--- config.mk ---
export PLATFORM = sky130hd
export DESIGN_NAME = scdm_accum
export DESIGN_NICKNAME = d
export VERILOG_FILES = /design/src/rtl/scdm_accum_pkg.sv /design/src/rtl/scdm_accum_sat_add.sv /design/src/rtl/scdm_accum.sv
export SDC_FILE = /design/constraint.sdc
export NUM_CORES = 1
export LEC_CHECK = 0
export BUFFER_PORTS_ARGS = -buffer_cell sky130_fd_sc_hd__buf_2
export CAP_MARGIN = 20
export CORE_MARGIN = 3
export CORE_UTILIZATION = 48
export CTS_CLUSTER_DIAMETER = 40
export DETAILED_ROUTE_END_ITERATION = 8
export PLACE_DENSITY_LB_ADDON = 0.25
export SYNTH_ARGS = -nofsm -noshare
export SYNTH_HDL_FRONTEND = slang
export SYNTH_SLANG_ARGS = --single-unit
--- constraint.sdc ---
create_clock -name clk -period 7.15 [get_ports clk]
set_clock_uncertainty 0.05 [all_clocks]
set_input_delay 0.3575 -clock clk [delete_from_list [all_inputs] [get_ports clk]]
set_output_delay 0.3575 -clock clk [all_outputs]
set_load 0.01 [all_outputs]
--- src/rtl/scdm_accum_pkg.sv ---
// Shared definitions for the SCDM dot-product accumulator.
//   - default widths for product, accumulator and term-count
//   - FSM state encoding shared by the accumulator and anything observing it
package scdm_accum_pkg;

  localparam int PROD_W_DEF = 12;
  localparam int ACC_W_DEF  = 20;
  localparam int LEN_W_DEF  = 8;

  typedef enum logic [1:0] {
    S_IDLE  = 2'd0,
    S_ACCUM = 2'd1,
    S_HOLD  = 2'd2
  } state_e;

endpackage

--- src/rtl/scdm_accum_sat_add.sv ---
// scdm_sat_add: combinational sign-extended saturating adder.
// Ports:
//   a   in  A_W  signed accumulator operand
//   b   in  B_W  signed addend (B_W < A_W)
//   sum out A_W  a+b clamped to the signed A_W range
//   ovf out 1    clamp applied
module scdm_sat_add #(
  parameter int A_W = 20,
  parameter int B_W = 12
) (
  input  logic [A_W-1:0] a,
  input  logic [B_W-1:0] b,
  output logic [A_W-1:0] sum,
  output logic           ovf
);

  logic [A_W:0] a_x;
  logic [A_W:0] b_x;
  logic [A_W:0] wide;

  assign a_x  = {a[A_W-1], a};
  assign b_x  = {{(A_W + 1 - B_W){b[B_W-1]}}, b};
  assign wide = a_x + b_x;

  // With one extra bit the true sum always fits; the two top bits disagree
  // exactly when it leaves the A_W range, and the top bit gives the direction.
  always_comb begin
    ovf = wide[A_W] ^ wide[A_W-1];
    if (!ovf) begin
      sum = wide[A_W-1:0];
    end else if (wide[A_W]) begin
      sum = {1'b1, {(A_W-1){1'b0}}};
    end else begin
      sum = {1'b0, {(A_W-1){1'b1}}};
    end
  end

endmodule

--- src/rtl/scdm_accum.sv ---
// scdm_accum: accumulates cfg_len signed products from the SCDM multiplier
// array into a saturating dot product, then holds the result until consumed.
// Ports:
//   clk, rst             clock, synchronous active-high reset
//   start, cfg_len       begin a dot product of cfg_len terms (0 means 1)
//   prod_valid/ready/data product input handshake
//   out_valid/ready/data result output handshake (registered)
//   out_sat              saturation occurred during this dot product
//   busy                 accumulating or holding a result
//
// state   | meaning
// S_IDLE  | waiting for start
// S_ACCUM | accepting products until len terms summed
// S_HOLD  | result presented until out_ready
module scdm_accum
  import scdm_accum_pkg::*;
#(
  parameter int PROD_W = PROD_W_DEF,
  parameter int ACC_W  = ACC_W_DEF,
  parameter int LEN_W  = LEN_W_DEF
) (
  input  logic              clk,
  input  logic              rst,
  input  logic              start,
  input  logic [LEN_W-1:0]  cfg_len,
  input  logic              prod_valid,
  output logic              prod_ready,
  input  logic [PROD_W-1:0] prod_data,
  output logic              out_valid,
  input  logic              out_ready,
  output logic [ACC_W-1:0]  out_data,
  output logic              out_sat,
  output logic              busy
);

  state_e             state_q, state_d;
  logic [ACC_W-1:0]   acc_q, acc_d;
  logic [LEN_W-1:0]   count_q, count_d;
  logic [LEN_W-1:0]   len_q, len_d;
  logic               sat_q, sat_d;
  logic               out_valid_q, out_valid_d;
  logic [ACC_W-1:0]   out_data_q, out_data_d;
  logic               out_sat_q, out_sat_d;

  logic [ACC_W-1:0]   sum;
  logic               ovf;
  logic               load;

  scdm_sat_add #(
    .A_W (ACC_W),
    .B_W (PROD_W)
  ) u_sat_add (
    .a   (acc_q),
    .b   (prod_data),
    .sum (sum),
    .ovf (ovf)
  );

  always_comb begin
    state_d     = state_q;
    acc_d       = acc_q;
    count_d     = count_q;
    len_d       = len_q;
    sat_d       = sat_q;
    out_valid_d = out_valid_q;
    out_data_d  = out_data_q;
    out_sat_d   = out_sat_q;
    load        = 1'b0;

    // prod_ready depends on state only so the upstream may gate valid on it.
    prod_ready  = (state_q == S_ACCUM);
    busy        = (state_q != S_IDLE);

    case (state_q)
      S_IDLE: begin
        load = start;
      end
      S_ACCUM: begin
        if (prod_valid) begin
          acc_d   = sum;
          sat_d   = sat_q | ovf;
          count_d = count_q + LEN_W'(1);
          if (count_q == len_q - LEN_W'(1)) begin
            state_d     = S_HOLD;
            count_d     = '0;
            out_valid_d = 1'b1;
            out_data_d  = sum;
            out_sat_d   = sat_q | ovf;
          end
        end
      end
      S_HOLD: begin
        if (out_ready) begin
          out_valid_d = 1'b0;
          state_d     = S_IDLE;
          load        = start;
        end
      end
      default: begin
        state_d = S_IDLE;
      end
    endcase

    // Shared by IDLE start and the back-to-back restart out of HOLD.
    if (load) begin
      state_d   = S_ACCUM;
      len_d     = (cfg_len == '0) ? LEN_W'(1) : cfg_len;
      acc_d     = '0;
      count_d   = '0;
      sat_d     = 1'b0;
      out_sat_d = 1'b0;
    end
  end

  always_ff @(posedge clk) begin
    if (rst) begin
      state_q     <= S_IDLE;
      acc_q       <= '0;
      count_q     <= '0;
      len_q       <= '0;
      sat_q       <= 1'b0;
      out_valid_q <= 1'b0;
      out_data_q  <= '0;
      out_sat_q   <= 1'b0;
    end else begin
      state_q     <= state_d;
      acc_q       <= acc_d;
      count_q     <= count_d;
      len_q       <= len_d;
      sat_q       <= sat_d;
      out_valid_q <= out_valid_d;
      out_data_q  <= out_data_d;
      out_sat_q   <= out_sat_d;
    end
  end

  assign out_valid = out_valid_q;
  assign out_data  = out_data_q;
  assign out_sat   = out_sat_q;

endmodule

## Yosys cells after proc, flatten, opt, wreduce, memory -nomap -nowiden

Index checks and enable logic that the tools add are counted.

- Equal/unequal tests: 10
- Bitwise operators: 3
- Reductions and logical operators: 10
- Multiplexer cells: 15
- $add $sub $neg: 3

Operators by type and width:

| operator | number |
|---|---|
| 20-bit 2-to-1 mux | 2 |
| 20-bit by 12-bit adder with 21-bit output | 1 |
| 8-bit 2-to-1 mux | 2 |
| 4-bit AND reduction | 3 |
| 8-bit by 1-bit adder with 8-bit output, second input constant | 1 |
| 8-bit == test | 1 |
| 8-bit zero test | 1 |
| 8-bit by 1-bit subtractor with 8-bit output, second input constant | 1 |
| 2-bit 2-to-1 mux | 3 |
| 2-bit inequality test, second input constant | 3 |
| 2-bit one-hot mux with 3 select lines | 1 |
| 1-bit 2-to-1 mux | 5 |
| 1-bit one-hot mux with 2 select lines | 2 |
| 2-bit nonzero test | 2 |
| 3-bit by 1-bit inequality test with 1-bit output, second input constant | 1 |
| 3-bit by 2-bit inequality test with 1-bit output, second input constant | 1 |
| 3-bit inequality test, second input constant | 1 |
| 3-bit AND reduction | 1 |
| 2-bit by 1-bit == test with 1-bit output, second input constant | 1 |
| 2-bit == test, second input constant | 1 |
| 2-bit zero test | 1 |
| 2-bit by 1-bit inequality test with 1-bit output, second input constant | 1 |
| 2-bit AND reduction | 1 |
| 2-bit OR reduction | 1 |
| other kinds (3) | 3 |

- Logic and storage cells: 50
- Output and inout port bits: 24
- Flip-flop bits (word level): 61
- Input bits: 25

## Depth between registers and ports, before layout

Gate-level depths: netlist (run 1).

- Depth in word-level cells: 6
- Mapped depth: 13
- Gate-level depth less buffers: 10

## Cells and area by module

Synthesis (run 1) repeated with hierarchy kept, for this count alone.

- Cell total of the unflattened synthesis: 504
- Area, all modules: 4060.1 um2

Modules (own cells, without submodules):

| module | area each (um2) | cells each | instances | seq. area each (um2) |
|---|---|---|---|---|
| scdm_accum | 2826.5 | 330 | 1 | 1221.2 |
| scdm_sat_add | 1233.7 | 174 | 1 | 0.0 |

## Worst setup path before layout (run 1)

No wires, ideal clock.

- Path type: input to register
- Start: input prod_data[0]
- End: register out_data_q[10], in the netlist out_data[10]
- Library setup time: 0.081 ns
- Buffers on the path: 1
- Data required time: 7.019 ns
- Slack: 4.512 ns
- Arrival: 2.507 ns
- Cell stages on the path: 11
- Cell sequence: ha_1 > inv_1 > fa_1 > nand2b_1 > a21oi_1 > o21ai_1 > a211oi_2 > o32ai_2 > buf_2 > maj3_1 > a211oi_2

- Longest elaborated chain between the ends: 3
- Elaborated cells between the ends (all ways): 4
- Those cells by class: 1 x add/sub; 2 x mux; 1 x bitwise

Ends and longest elaborated chain:

| what | line | RTL |
|---|---|---|
| start, declared | scdm_accum.sv:28 | `input logic [PROD_W-1:0] prod_data,` |
| 20-bit by 12-bit adder with 21-bit output * | scdm_accum_sat_add.sv:23 | `assign wide = a_x + b_x;` |
| 20-bit 2-to-1 mux or 1-bit bitwise XOR (tied branches) | scdm_accum_sat_add.sv:31, scdm_accum_sat_add.sv:28 |  |
| 20-bit 2-to-1 mux * | scdm_accum_sat_add.sv:29 | `if (!ovf) begin` |
| end signal, assigned | scdm_accum.sv:132 | `out_data_q <= out_data_d;` |
| end, declared | scdm_accum.sv:42 | `logic [ACC_W-1:0] out_data_q, out_data_d;` |

Mark *: on every way between the ends. The rest lies on a longest branch, timed or not.
A chain may end at the register's enable or synchronous reset.

## Worst setup path after layout (run 1)

- Start: register len_q[0]
- End: register out_data_q[19], in the netlist out_data[19]

- Longest elaborated chain between the ends: 3

Ends and longest elaborated chain:

| what | line | RTL |
|---|---|---|
| start, declared | scdm_accum.sv:39 | `logic [LEN_W-1:0] len_q, len_d;` |
| start signal, assigned | scdm_accum.sv:129 | `len_q <= len_d;` |
| 8-bit by 1-bit subtractor with 8-bit output | scdm_accum.sv:83 | `if (count_q == len_q - LEN_W'(1)) begin` |
| 8-bit == test | scdm_accum.sv:83 |  |
| 3-bit AND reduction (no line) | - |  |

Every way passes these cells.

==> results.txt, run 1 <==
* Status: finished clean
- The number of gates resized after CTS was 0.
- Once detail routing completed, the nets flagged for antenna violations numbered 0.
- The critical path is of the reg -> reg type.
- First-pass GRT wire length: ~15 mm
- The initial antenna violation count is 0.
- For the worst-skew pair, the clock arrives at the later sink with an insertion delay of about 0.33 ns.
- In this run the power spent charging and discharging nets is between 0.2 and 0.25 mW.
- Die area: 0.00921 mm²
* # setup viols final: 0
- Count of warnings emitted by yosys: 0
* Clock buffers created by TritonCTS: 9
- For this block, the routed nets add up to roughly 9.1 mm of wire.
- In this run the worst setup path begins at len_q[0]$_SDFFE_PP0P_.
* Std-Cell Core Area: roughly 0.0078 mm²
- Share of synthesized area occupied by flip-flops and latches: between 30% and 40%
* Final number of hold-violating endpoints: 0
* Die Y-Extent: ~96 µm
* Horizontal die dimension: around 96 µm
- Data on the critical path is required at its endpoint by between 7 and 8 ns.
- Synthesis inferred 61 register bits.
- The detailed router placed ~3400 vias in this run.
- Flop pwr share: between 40% and 50%
* Fin Setup TNS: 0 ns
- DRC errors left: 0
* Clock group share of total power: between 30% and 40%
- Per report_power, the combinational group accounts for around a fifth of the total.
- Measured slew at the worst slew-check pin: around 1 ns
- Reg2Reg Launch Point: len_q[0]$_SDFFE_PP0P_
- Once placement finished, the instance area stood at slightly above 0.004 mm².
* Final routed wire length divided by cell count: ~15 µm
- Most heavily used metal layer in global routing: met2
* DR vias/cell: roughly 5.7
- P_leak: 1.75 nW
- Maximum clock frequency: between 0.3 and 0.4 GHz
* Worst-case vdd ir drop: about 0.1 mV
- Deepest clock path buffer count: 2
- In the final layout, the share of cells above drive strength 1 is between 10% and 20%.
- Arrival time at the worst endpoint: 3.45 ns
- Final critical delay including setup and external delays: 3.31 ns
- Number of DRC markers in iteration 0: ~170
* Crit path capture: out_data[19]$_SDFFE_PP0P_
* Setup repair bufs after CTS: 0
- In this run the tightest slew margin relative to its limit is between 30% and 40%.
- WHS: approximately 0.23 ns
- Count of input and output buffers: 48
- At the end of the flow the core is filled with cells to around 56%.
- For this design, the CTS-stage hold fixing added 0 buffers.
* Last weighted congestion value of the routability-driven placer: between 0.8 and 0.9
- The HPWL after detailed placement is approximately 6.4 mm.
- CTS placed an instance of sky130_fd_sc_hd__clkbuf_8 at the clock tree root.
- CTS tree: done
- Number of cell rows: 32
* Maximum number of pins on one net before global-route repair: 45
- After synthesis, the mean cell area works out to between 8 and 9 µm².
* Depth of the CTS H-tree: 3
- Counting flops with an async set or reset pin after synthesis yields a share of 0%.
- a little under 50 I/O pins were placed.
* Worst reg-to-reg setup slack: about 3.8 ns
- Area growth from synthesis to final layout: 12.8%
- DR pass1 iterations: 5
- Count of nets after finishing: 544
- Critical path endpoint category: flop
- For this run, global-route usage on met1 was measured as roughly 28%.
- The synthesized design contains 0 enable-type register cells.
* Total track usage: 20.8%
* Worst r2r dst: out_data[19]$_SDFFE_PP0P_
- In this run the cell area of the synthesized design comes to 0.00389 mm².
* # Max-Cap Violations: 0
- Clk slew on worst S/H paths: 0.07 ns
- Global routing finished with a remaining overflow of 0.
- Unique masters post-synth: 56
- Once the floorplan was initialized, standard cells occupied 49.8% of the core.
- When the netlist entered floorplanning its net count stood at 510.
* Post-route setup slack: roughly 3.8 ns
- For met3 alone, demand over resource in global routing was 3.13%.
- Power density cells: 202 mW/mm²
* Unrepaired setup endpoints after global routing: no
- Clock Sinks: approximately 60
- Main synth FF type: sky130_fd_sc_hd__dfxtp_1
* Met2 Track Usage GR: approximately 34%
- Max-slew violation count: 0
- The number of global-route vias before repair was ~3300.
- Fill cells in the final layout number ~760.
- The finished cells cover around 0.0044 mm².
- N_diodes: 0
- The min-delay analysis places its worst path in the category in -> reg.
- Cells on worst reg2reg path: 9
- Dividing the final minimum period by the clock period gives about 46%.
- OpenSTA, run right after detailed placement, puts the worst setup slack at about 3.7 ns.
* Mapped Cells: 462
- The internal portion of the total power is 0.635 mW.
- Startpoint type of the worst setup path: flop
- In this run the worst path has a maximum fanout of 44.
- Net switching is 28.2% of the power.
## synthesized netlist by cell type, types with 8 or more instances
library cell               instances  area [µm²]
sky130_fd_sc_hd__dfxtp_1          61        1220
sky130_fd_sc_hd__nor2_1           57         214
sky130_fd_sc_hd__a21oi_1          50         250
sky130_fd_sc_hd__o21ai_0          31         155
sky130_fd_sc_hd__ha_1             22         275
sky130_fd_sc_hd__nand2_1          20        75.1
sky130_fd_sc_hd__a211oi_2         18         225
sky130_fd_sc_hd__maj3_1           18         180
sky130_fd_sc_hd__clkbuf_1         15        56.3
sky130_fd_sc_hd__xnor2_1          14         123
sky130_fd_sc_hd__inv_1            13        48.8
sky130_fd_sc_hd__xor2_1           13         114
sky130_fd_sc_hd__mux2i_1           9        90.1
sky130_fd_sc_hd__nand3_1           9        45.0
sky130_fd_sc_hd__nor3_1            8        40.0
## cell usage in the layout, fill, tap and decap left out, types with 11 or more instances in the layout
master and n:
sky130_fd_sc_hd__dfxtp_1 61, sky130_fd_sc_hd__nor2_1 57, sky130_fd_sc_hd__a21oi_1 50, sky130_fd_sc_hd__buf_2 48, sky130_fd_sc_hd__o21ai_0 31, sky130_fd_sc_hd__ha_1 22
sky130_fd_sc_hd__nand2_1 20, sky130_fd_sc_hd__a211oi_2 18, sky130_fd_sc_hd__maj3_1 18, sky130_fd_sc_hd__inv_1 13, sky130_fd_sc_hd__xnor2_1 13, sky130_fd_sc_hd__xor2_1 13
sky130_fd_sc_hd__clkbuf_8 11
## power by group through the flow
stage	Combinational (mW)	Clock, mW	Sequential (mW)
6_report	0.176	0.352	0.357
5_1_grt	0.194	0.375	0.358
4_1_cts	0.172	0.359	0.357
3_5_place_dp	0.171	0	0.365
3_3_place_gp	0.168	0	0.364
2_1_floorplan	0.135	0	0.361
## sequential cells by signal, indices dropped and copies added (netlist names)
register	cells
acc_q	20
count_q	8
len_q	8
out_data	20
out_sat	1
out_valid	1
sat_q	1
state_q	2
## critical path, cell delays in order, from the launching register on
cell	delay, ns
sky130_fd_sc_hd__dfxtp_1	0.46
sky130_fd_sc_hd__inv_1	0.07
sky130_fd_sc_hd__ha_1	0.31
sky130_fd_sc_hd__o21ba_1	0.21
sky130_fd_sc_hd__a221oi_1	0.31
sky130_fd_sc_hd__a41oi_1	0.09
sky130_fd_sc_hd__a311oi_2	0.42
sky130_fd_sc_hd__and2_2	0.90
sky130_fd_sc_hd__mux2i_1	0.28
sky130_fd_sc_hd__nor2_1	0.06
## cell type report
type / count / area [µm²] / share of cell area, %
repair buffers: 53 / 285 / 6.51
well taps: 102 / 128 / 2.91
clock inverters: 4 / 70.1 / 1.60
inverters: 13 / 48.8 / 1.11
flip-flops and latches: 61 / 1220 / 27.9
multi-input cells: 358 / 2480 / 56.5
clock buffers: 12 / 155 / 3.54
## worst min-delay path by stage
stage          cells after the start               start                     to
4_1_cts                            3          cfg_len[2]  len_q[2]$_SDFFE_PP0P_
2_1_floorplan                      2  sat_q$_SDFFE_PP0P_   out_sat$_SDFFE_PP0P_
3_5_place_dp                       2  sat_q$_SDFFE_PP0P_   out_sat$_SDFFE_PP0P_
3_3_place_gp                       2  sat_q$_SDFFE_PP0P_   out_sat$_SDFFE_PP0P_
5_1_grt                            3          cfg_len[7]  len_q[7]$_SDFFE_PP0P_
6_report                           3          cfg_len[2]  len_q[2]$_SDFFE_PP0P_
## kinds of logic after synthesis
| kind of cell | count (synthesis) | share of synthesized area (%) |
|---|---|---|
| and+or+nand+nor | 132 | 16.3 |
| AOI/OAI and AO/OA | 149 | 26.5 |
| adders and majority gates | 41 | 12.2 |
| muxes | 9 | 2.32 |
| xor gates and xnor gates | 27 | 6.09 |
| buffers and inverters | 43 | 5.22 |
| DFF | 61 | 31.4 |
## layer usage
metal  vias up  share of wire [%]
met5         -                  0
met4         0                1.2
met3         9                4.0
met2        66                 46
met1      1589                 48
li1       1746                  -
## through the flow
step | power, mW | cells
2_1_floorplan | 0.496 | 462
3_3_place_gp | 0.533 | 586
3_5_place_dp | 0.536 | 586
4_1_cts | 0.888 | 602
5_1_grt | 0.927 | 603
6_report | 0.885 | 603
Power figures use the tool's default switching activity.
==> run 2: changes to the inputs <==
==> constraint.sdc (replaced) <==
create_clock -name clk -period 3 [get_ports clk]
set_clock_uncertainty 0.05 [all_clocks]
set_input_delay 0.15 -clock clk [delete_from_list [all_inputs] [get_ports clk]]
set_output_delay 0.15 -clock clk [all_outputs]
set_load 0.01 [all_outputs]
==> run 2 against run 1 <==
Net effect: worst setup slack got worse by 3.6 ns; combinational power rose to 2.5 times the previous value; maximum frequency rose by 19%; power rose by 140%; global-route usage rose by 0.83 points; wire length rose by 3.5%; largest cell class unchanged; die area did not move; count of clock-buffer cells in the layout fell by 2; sequential share of layout area fell by 0.62 points; largest power group unchanged.
==> results.txt, run 2 (same netlist as run 1, synthesis figures left out) <==
- The congestion estimate from routability-driven global placement came to between 0.8 and 0.9.
- Unrepaired setup endpoints after global routing: no
- TritonCTS built the clock tree.
- The worst setup path is launched from a flop.
- Prior to clock tree synthesis, the placed netlist has a worst setup slack of between 0.1 and 0.15 ns.
- Total Wirelength: between 9 and 10 mm
* DRC errors left: 0
* Critical path endpoint category: flop
- After the flow finishes, the layout carries non-filler instances totaling slightly above 600.
- The first global-routing pass estimated roughly 16 mm of wire.
- For the worst setup path, the data required time is 3.21 ns.
- Clk slew on worst S/H paths: 0.07 ns
* Antenna violations before repair: 0
* Final critical delay including setup and external delays: roughly 2.8 ns
- Leading cell types in the layout, fill and taps excluded: sky130_fd_sc_hd__dfxtp_1, sky130_fd_sc_hd__nor2_1, sky130_fd_sc_hd__a21oi_1
- Of all nets on the critical path, the largest fanout is 20.
* Final routed wire length divided by cell count: around 15 µm
* Worst-case vdd ir drop: ~0.20 mV
- Fin Setup TNS: 0 ns
- DR pass1 iterations: 4
- Wire segments on met3 add up to approximately 420 µm in the final route.
- The final number of hold-violating endpoints came to 0.
- The tree is rooted in a sky130_fd_sc_hd__clkbuf_8.
* Number of cell rows: 32
- Count of nets after finishing: between 500 and 600
- During I/O placement, the number of pins put on the boundary was roughly 50.
* Count of input and output buffers: 48
- # Max-Cap Violations: 0
* Total gr overflow: 0
- Entering global routing, the biggest net connects 25 pins.
- The count of nets left with antenna violations once routing finished came out at 0.
- Once detailed placement completed, the half-perimeter wirelength came to 6.95 mm.
- Die area: 0.00921 mm²
- Status: finished clean
- Post-Place Cells: between 500 and 600
- Data on the critical path arrives at its endpoint at ~3 ns.
* P_leak: between 1.5 and 2 nW
* Area growth from synthesis to final layout: 15.4%
* Fraction of layout instances using a drive strength above 1: just over 20%
* Deepest clock path buffer count: 2
* WHS: approximately 0.020 ns
- Met2 wire length: roughly 4.6 mm
- Static timing analysis puts the maximum clock frequency at 0.360 GHz.
- Total track usage: a little over a fifth
- The die is approximately 96 µm tall.
- Clock buffers created by TritonCTS: 9
* Via count: 3453
- Vias in the first global route: between 3000 and 4000
* Clk_lat worst skew: 0.34 ns
- Critical path type: reg -> reg
- Post-route clock period utilization: 92.5%
* Depth of the CTS H-tree: 3
* Clock Sinks: 61
* Hold buffers post-CTS: 0
- From left edge to right edge, the die measures 96.0 µm.
* Post-route setup slack: about 0.22 ns
- The first routing iteration left about 130 violations.
- Setup violations remaining at the end of the flow were counted as 0.
* Headroom to the max-slew limit: approximately two thirds
- After detailed routing, the number of vias per cell comes to 5.65.
- Tightest Hold Check Type: in -> reg
* Std-Cell Core Area: between 0.007 and 0.008 mm²
- Setup repair bufs after CTS: 0
- Sum of routed wire segments on met1: roughly 4.3 mm
* Highest routing layer actually used: met4
* Measured slew at the worst slew-check pin: 0.521 ns
- Sum of internal, switching and leakage power: ~2.1 mW
- N_diodes: 0
* Most common cell after layout, fill and taps aside: sky130_fd_sc_hd__dfxtp_1
- Power density cells: roughly 470 mW/mm²
* Max-slew violation count: 0
- Once the floorplan was initialized, standard cells occupied 49.8% of the core.
[run 2: cell count changes in the layout (fill, tap and decap cells not counted)]
cell	before	now
sky130_fd_sc_hd__buf_12	0	4
sky130_fd_sc_hd__clkinvlp_4	0	3
sky130_fd_sc_hd__buf_8	1	0
sky130_fd_sc_hd__a21oi_1	50	49
sky130_fd_sc_hd__a21oi_2	0	1
sky130_fd_sc_hd__clkinv_2	2	1
sky130_fd_sc_hd__o21ai_2	0	1
sky130_fd_sc_hd__clkbuf_8	11	9
sky130_fd_sc_hd__buf_4	4	9
sky130_fd_sc_hd__o21ai_1	3	2
[run 2: worst paths after layout]
check	to	slack, ns	depth (start not counted)	from
max	out_data[5]$_SDFFE_PP0P_	0.22	10	len_q[1]$_SDFFE_PP0P_
min	len_q[3]$_SDFFE_PP0P_	0.02	3	cfg_len[3]
max reg2reg	out_data[5]$_SDFFE_PP0P_	0.22	10	len_q[1]$_SDFFE_PP0P_
min reg2reg	out_sat$_SDFFE_PP0P_	0.42	2	sat_q$_SDFFE_PP0P_
[run 2: layout make-up]
type,instances,area (µm²)
multi-input combinational,358,2480
clock inverter,6,87.6
clock buffer,10,128
sequential,61,1220
tap,102,128
inverter,13,48.8
fill,714,3320
timing repair buffer,61,388
[run 2: critical path, cell delays in order, from the launching register on]
cell	delay, ns
sky130_fd_sc_hd__dfxtp_1	0.45
sky130_fd_sc_hd__inv_1	0.07
sky130_fd_sc_hd__ha_1	0.29
sky130_fd_sc_hd__o21ba_1	0.21
sky130_fd_sc_hd__a221oi_1	0.31
sky130_fd_sc_hd__a41oi_1	0.12
sky130_fd_sc_hd__a311oi_2	0.27
sky130_fd_sc_hd__and2_2	0.44
sky130_fd_sc_hd__buf_12	0.22
sky130_fd_sc_hd__nor2_1	0.06
sky130_fd_sc_hd__a211oi_2	0.19
[run 2: metal layers]
layer | vias to the layer above | track usage (%)
li1 | 1756 | -
met1 | 1609 | 28.3
met2 | 75 | 36.2
met3 | 13 | 2.97
met4 | 0 | 7.70
met5 | - | 0
[run 2: metrics by stage]
| step | util [%] | area [µm²] |
|---|---|---|
| 2_1_floorplan | - | 3890 |
| 3_3_place_gp | 54.6 | 4260 |
| 3_5_place_dp | 54.6 | 4260 |
| 4_1_cts | 57.3 | 4480 |
| 5_1_grt | 57.4 | 4480 |
| 6_report | 57.4 | 4480 |
[run 2: timing repair]
item | CTS | global route
hold endpoints to repair | 0 | 0
setup endpoints to repair | 0 | 30
gates resized for setup | 0 | 2
[run 2: report_power, final]
part	internal, mW	total (mW)	switching (mW)
registers	0.830	0.849	0.0188
logic	0.186	0.440	0.254
clock network	0.466	0.815	0.349
